<file path="src/rtl/nios2_mul_share_ctrl.sv">
// nios2_mul_share_ctrl: round-robin sharing of one 2-stage pipelined 32x32->64 multiplier cell
module nios2_mul_share_ctrl #(
  parameter int NUM_REQ = 2,
  parameter int CNT_W   = 16
) (
  input  logic                  clk,
  input  logic                  reset_n,
  input  logic [NUM_REQ-1:0]    req_valid,
  output logic [NUM_REQ-1:0]    req_ready,
  input  logic [NUM_REQ*32-1:0] req_src1,
  input  logic [NUM_REQ*32-1:0] req_src2,
  input  logic [NUM_REQ-1:0]    req_src1_signed,
  input  logic [NUM_REQ-1:0]    req_src2_signed,
  output logic [NUM_REQ-1:0]    rsp_valid,
  input  logic [NUM_REQ-1:0]    rsp_ready,
  output logic [63:0]           rsp_result,
  output logic [31:0]           mul_src1,
  output logic [31:0]           mul_src2,
  output logic                  mul_src1_signed,
  output logic                  mul_src2_signed,
  output logic                  mul_in_en,
  output logic                  mul_out_en,
  input  logic [63:0]           mul_result,
  output logic                  idle,
  output logic [CNT_W-1:0]      issue_count
);
  localparam int ID_W = (NUM_REQ > 1) ? $clog2(NUM_REQ) : 1;

  logic            r_v1, r_v2;
  logic [ID_W-1:0] r_id1, r_id2, r_rr;
  logic [CNT_W-1:0] r_cnt;
  logic            w_out_adv, w_in_adv, w_found, w_acc;
  logic [ID_W-1:0] w_win, w_idx;

  assign w_out_adv  = ~r_v2 | rsp_ready[r_id2];
  assign w_in_adv   = ~r_v1 | w_out_adv;
  assign w_acc      = w_found & w_in_adv & reset_n;
  assign mul_out_en = w_out_adv;
  assign mul_in_en  = w_in_adv;
  assign req_ready  = {NUM_REQ{w_acc}} & (NUM_REQ'(1) << w_win);
  assign rsp_valid  = NUM_REQ'(r_v2) << r_id2;
  assign rsp_result = mul_result;
  assign idle       = ~r_v1 & ~r_v2;
  assign issue_count = r_cnt;

  // first valid requester at or after the rr pointer; descending scan so the nearest wins
  always_comb begin
    w_found = 1'b0;
    w_win   = r_rr;
    w_idx   = '0;
    for (int k = NUM_REQ - 1; k >= 0; k--) begin
      w_idx = ID_W'((int'(r_rr) + k) % NUM_REQ);
      if (req_valid[w_idx]) begin
        w_found = 1'b1;
        w_win   = w_idx;
      end
    end
  end

  // operand/sign mux from the winner (rr pointer requester when nobody is valid)
  always_comb begin
    mul_src1        = '0;
    mul_src2        = '0;
    mul_src1_signed = 1'b0;
    mul_src2_signed = 1'b0;
    for (int i = 0; i < NUM_REQ; i++) begin
      if (w_win == ID_W'(i)) begin
        mul_src1        = req_src1[32*i +: 32];
        mul_src2        = req_src2[32*i +: 32];
        mul_src1_signed = req_src1_signed[i];
        mul_src2_signed = req_src2_signed[i];
      end
    end
  end

  // ownership tracking through both cell stages, rr pointer and issue counter
  always_ff @(posedge clk or negedge reset_n) begin
    if (!reset_n) begin
      r_v1  <= 1'b0;
      r_v2  <= 1'b0;
      r_id1 <= '0;
      r_id2 <= '0;
      r_rr  <= '0;
      r_cnt <= '0;
    end else begin
      if (w_in_adv) begin
        r_v1 <= w_acc;
        if (w_acc) r_id1 <= w_win;
      end
      if (w_out_adv) begin
        r_v2  <= r_v1;
        r_id2 <= r_id1;
      end
      if (w_acc) begin
        r_rr  <= (w_win == ID_W'(NUM_REQ - 1)) ? '0 : w_win + 1'b1;
        r_cnt <= r_cnt + 1'b1;
      end
    end
  end
endmodule

</file>
<file path="config.mk">
export PLATFORM = sky130hd
export DESIGN_NAME = nios2_mul_share_ctrl
export DESIGN_NICKNAME = d
export VERILOG_FILES = /design/src/rtl/nios2_mul_share_ctrl.sv
export SDC_FILE = /design/constraint.sdc
export NUM_CORES = 1
export LEC_CHECK = 0
export ABC_CLOCK_PERIOD_IN_PS = 1700
export BUFFER_PORTS_ARGS = -buffer_cell sky130_fd_sc_hd__buf_2
export CAP_MARGIN = 20
export CORE_AREA = 2 2 139 141
export CTS_BUF_LIST = sky130_fd_sc_hd__clkbuf_4 sky130_fd_sc_hd__clkbuf_8 sky130_fd_sc_hd__clkbuf_16
export DETAILED_ROUTE_END_ITERATION = 8
export DIE_AREA = 0 0 141 143
export PLACE_DENSITY_LB_ADDON = 0.3
export SLEW_MARGIN = 20
export SYNTH_ARGS = -nofsm -noshare
export SYNTH_HDL_FRONTEND = slang
export SYNTH_SLANG_ARGS = --single-unit
</file>
<file path="constraint.sdc">
create_clock -name clk -period 1.7 [get_ports clk]
set_clock_uncertainty 0.2 [all_clocks]
set_input_delay 0.255 -clock clk [delete_from_list [all_inputs] [get_ports clk]]
set_output_delay 0.255 -clock clk [all_outputs]
set_load 0.005 [all_outputs]
</file>
* Yosys cells after proc, flatten, opt, wreduce, memory -nomap -nowiden
Index checks and enable logic that the tools add are counted.
Word-level totals: bits in registers 21, input bits 202, output and inout port bits 153, logic and storage cells 38
Operators by class: $add $sub $neg 3, $lt $le $gt $ge 3, shifts and indexed selects 2, muxes and demuxes 15, bitwise gates (word level) 8, reduce and logical (&&, ||, !) cells 1
Operator list (number):
- 32-bit two-way mux | 2
- 16-bit by 1-bit adder with 16-bit output, second input constant | 1
- 1-bit two-way mux | 13
- 1-bit by 2-bit less-than comparator with 1-bit output, second input constant | 3
- 1-bit bitwise AND | 3
- 1-bit adder, second input constant | 2
- 2-bit bitwise AND | 1
- 1-bit inverter | 2
- 1-bit bitwise OR | 2
- 2-bit AND reduction | 1
- 1-bit by 1-bit left shift with 2-bit output | 1
- 1-bit by 1-bit left shift with 2-bit output, first input constant | 1

* Logic depth before layout (Yosys ltp)
depth in word-level cells 8, gate-level depth with buffers 6, mapped depth without buffers 4

* Least setup slack after synthesis
No wires, ideal clock.
path kind flip-flop to output port, from register r_rr, to output mul_src1[13], data arrival time 1.247 ns, required time 1.245 ns, path slack -0.002 ns, cell stages (with the launch flop) 5, path buffers 2, cells stage by stage dfrtp_1 maj3_2 buf_6 buf_6 mux2_2
Between the ends: cells in the longest elaborated chain, start to end 6, elaborated cells between the ends (all ways) 8, classes of those cells 1 x add/sub; 7 x mux
RTL lines:
- start: declaration | RTL line 30 | logic [ID_W-1:0] r_id1, r_id2, r_rr;
- start signal: assignment | RTL line 95 | r_rr <= (w_win == ID_W'(NUM_REQ - 1)) ? '0 : w_win + 1'b1;
- 1-bit adder | RTL line 52 | w_idx = ID_W'((int'(r_rr) + k) % NUM_REQ);
- 1-bit two-way mux (implied by the code) (2 in a row) | RTL line 53 | if (req_valid[w_idx]) begin
- 1-bit two-way mux | RTL line 53
- 1-bit two-way mux * | RTL line 53
- 32-bit two-way mux * | RTL line 67 | if (w_win == ID_W'(i)) begin
- end: declaration | RTL line 17 | output logic [31:0] mul_src1,
Mark *: on every way between the ends. The rest lies on a longest branch, timed or not. The select of a mux whose other input is x is not followed.

* Worst setup path in the final report
from register r_rr, to output mul_src1[18]
Same word-level chain as after synthesis.

==> metrics.md <==
| Metric | Value |
|---|---|
| Outcome | `complete, but fails checks` |
| Failing checks | `negative setup slack` |
| Ant. Diodes | `0` |
| CTS buffer count | `3` |
| # nets final | `616` |
| Top_reg_cell synth | `dfrtp_1` |
| GRT overflow | `0` |
| Core area | `18580 sq um` |
| Combinational group share of total power | `0.581` |
| Total buffers and inverters traversed by the critical path | `2` |
| Drt total wl | `9.064 mm` |
| RSZ-0062 raised after global routing | `yes` |
| #FFs+latches synth | `21` |
| Gr usage total | `0.07537` |
| CP Launch Type | `flop` |
| HPWL after DPL | `7.774 mm` |
| Warnings from Yosys | `0` |
| Total number of vias | `2323` |
| Initial antenna violation count | `1` |
| Leak | `1.789 nW` |
| Largest net degree at the start of global routing | `52` |
| Placed Area | `3318 sq um` |
| Ports | `355` |
| Critical Path AT | `1660 ps` |
| Share of cells above drive strength 1 | `0.8010` |
| Setup violations, final | `70` |
| Crit path max-delay family | `flip-flops` |
| Mux cell area share after synthesis | `0.3352` |
| Tmin final | `2112 ps` |
| Ys async rst share | `1.000` |
| Layout overhead on the synthesized area | `52.62%` |
| Die X | `141 um` |
| Bufs on Longest Clock Path | `2` |
| Worst Setup End Kind | `output pin` |
| Switching Share | `0.3479` |
| Worst-path cell chain | `maj3_2 > buf_12 > mux2_2 > buf_2` |
| Synth Area in Compound Gates | `0.02675` |
| Total design power | `2.904 mW` |
| Footprint of the multi-input gates | `1285 sq um` |
| Place WS | `-211.0 ps` |
| Fill cell count | `2081` |
| Crit path kind | `flop to output pin` |
| Worst Tran Pin Value | `431.9 ps` |
| Post-synthesis sequential area ratio | `0.2293` |
| Final Hold Vio Count | `0` |
| Post-synthesis cell area | `2292 sq um` |
| Number of global-route vias before repair | `2141` |
| Cells after synthesis | `234` |
| Via density per instance | `3.596` |
| Post-synthesis simple-gate area fraction | `0.09989` |
| Power Internal | `1.893 mW` |
| Net Switching | `1.010 mW` |
| Max-slew headroom | `0.7090` |
| Synth Area in Adders | `0.01037` |
| Slew Viols, Final | `0` |
| Mean Syn Cell Area | `9.796 sq um` |
| CTS tree | `yes` |
| CTS Root Cell | `clkbuf_16` |
| GPL Wtd Cong | `0.6974` |
| Max incr delay on CP | `380 ps` |
| Clk slew on worst S/H paths | `60 ps` |
| Placed cell count | `639` |
| Synth unique cells | `30` |
| Number of enable flip-flop cells after synthesis | `0` |
| Final Cell Area | `3498 sq um` |
| First-pass GRT wire length | `11.80 mm` |
| Net Count, Synth | `437` |
| Initial DRC count | `39` |
| Final period util | `1.242` |
| Die Area | `20160 sq um` |
| CTS Sinks | `21` |
| Chip height | `143 um` |
| Peak supply drop | `0.0003955 V` |
| Initial core utilization | `0.1234` |
| Worst-Skew Late Latency | `250 ps` |
| Hold Crit Class | `input pin to flop` |
| Worst path slowest cell | `dfrtp_1` |
| Power Dens Cells | `830.0 nW/um^2` |
| Setup TNS after final layout | `-25510 ps` |
| H-tree Lvls | `1` |
| Rows | `50` |
| Clk network pwr share | `0.177` |
| Drt wl/cell | `14.03 um` |
| DRT antenna net count | `0` |
| Drt drc | `0` |
| Fmax | `0.4735 GHz` |
| CP Max Fanout | `51` |
| Final Non-Filler Cells | `646` |
| Worst Path Required | `1240 ps` |
| Final worst slack | `-411.9 ps` |
| Drt pass-1 iters | `4` |
| I/O Buffers | `226` |
| Register area | `526.8 sq um` |
| Number of max-cap violations | `0` |
| Xor and xnor area share after synthesis | `0.05731` |
| Main combinational cell family by area after synthesis | `multiplexers` |
| Share of power burned in registers | `0.242` |
-- synthesized netlist by cell type, drive strengths merged, types with 4 or more instances --
library cell  number  area [sq um]
buf               71         534.3
dfrtp             21         525.5
inv                4         15.01
mux2              67         758.2
nand2             11         41.29
nand3              5         25.02
nand4              5         31.28
nor2               8         30.03
nor3               4         20.02
nor4               5         31.28
xnor2              7         61.31
xor2               8         70.07
-- layer usage --
metal | routed length [um] | track usage | part of all wire | up-vias
li1 | - | - | - | 1102
met1 | 3355 | 0.08649 | 0.37 | 1047
met2 | 4633 | 0.1348 | 0.51 | 150
met3 | 927 | 0.02582 | 0.10 | 24
met4 | 146 | 0.01842 | 0.016 | 0
met5 | 0 | 0 | 0 | -
-- sequential cells by signal, summed over array words and instances (netlist names) --
register,cells
r_rr,1
r_id2,1
r_id1,1
r_v2,1
issue_count,16
r_v1,1
-- stage by stage --
| stage | utilization | hold slack (ps) |
|---|---|---|
| after floorplan | - | -240.6 |
| after global placement | 0.1786 | -2.443 |
| after detailed placement | 0.1786 | 2.290 |
| after CTS | 0.1853 | 153.0 |
| after global routing | 0.1883 | 235.0 |
| final | 0.1883 | 171.0 |
-- cell type report --
type / count / share of cell area
Clock buffer: 4 / 0.02361
Multi-Input combinational cell: 138 / 0.3673
Inverter: 4 / 0.004292
Timing Repair Buffer: 245 / 0.3705
Tap cell: 234 / 0.08369
Sequential cell: 21 / 0.1506
-- worst reg2reg max path, cell delays in order, from the launching register on --
cell and delay (ps):
dfrtp_2 450, mux2_4 360, o211ai_4 260, nor4_1 110, xor2_1 150
-- what timing repair did --
action,4_1_cts,5_1_grt
setup buffers,1,0
hold endpoints to repair,21,0
pin swaps,3,0
cloned,1,0
gates resized for setup,4,11
setup endpoints to repair,75,74
hold buffers,1,0
-- final timing paths --
path | startpoint | endpoint | slack (ps) | cells past startpoint
min in group asynchronous | reset_n | r_v1 | 280 | 3
min reg2reg | issue_count[15] | issue_count[15] | 270 | 1
max reg2reg | r_id2 | issue_count[13] | 40 | 4
max | r_rr | mul_src1[18] | -410 | 4
max in group asynchronous | reset_n | issue_count[11] | 720 | 3
min | rsp_ready[1] | r_id2 | 170 | 4
-- placed cells by master, fill, tap and decap left out, drive strengths merged, types with 5 or more instances in the layout --
cell type  instances
buf              244
mux2              67
dfrtp             21
nand2             11
xor2               8
nor2               8
xnor2              7
nand4              5
nand3              5
nor4               5
-- cell families (layout without fill, tap and decap cells) --
| logic type | Yosys count | after routing |
|---|---|---|
| AOI/OAI and AO/OA | 7 | 8 |
| xor gates and xnor gates | 15 | 15 |
| adders and majority gates | 2 | 2 |
| buffers and inverters | 76 | 253 |
| DFF | 21 | 21 |
| muxes | 68 | 68 |
| and+or+nand+nor | 45 | 45 |
-- power by group through the flow --
stage	Sequential, mW	Combinational [mW]	Clock [mW]
after global routing	0.719	1.85	0.556
after global placement	0.694	1.63	0
after CTS	0.691	1.68	0.536
after detailed placement	0.691	1.63	0
final	0.702	1.69	0.514
after floorplan	0.736	0.910	0
No activity file was read; power rests on OpenSTA's default activity.
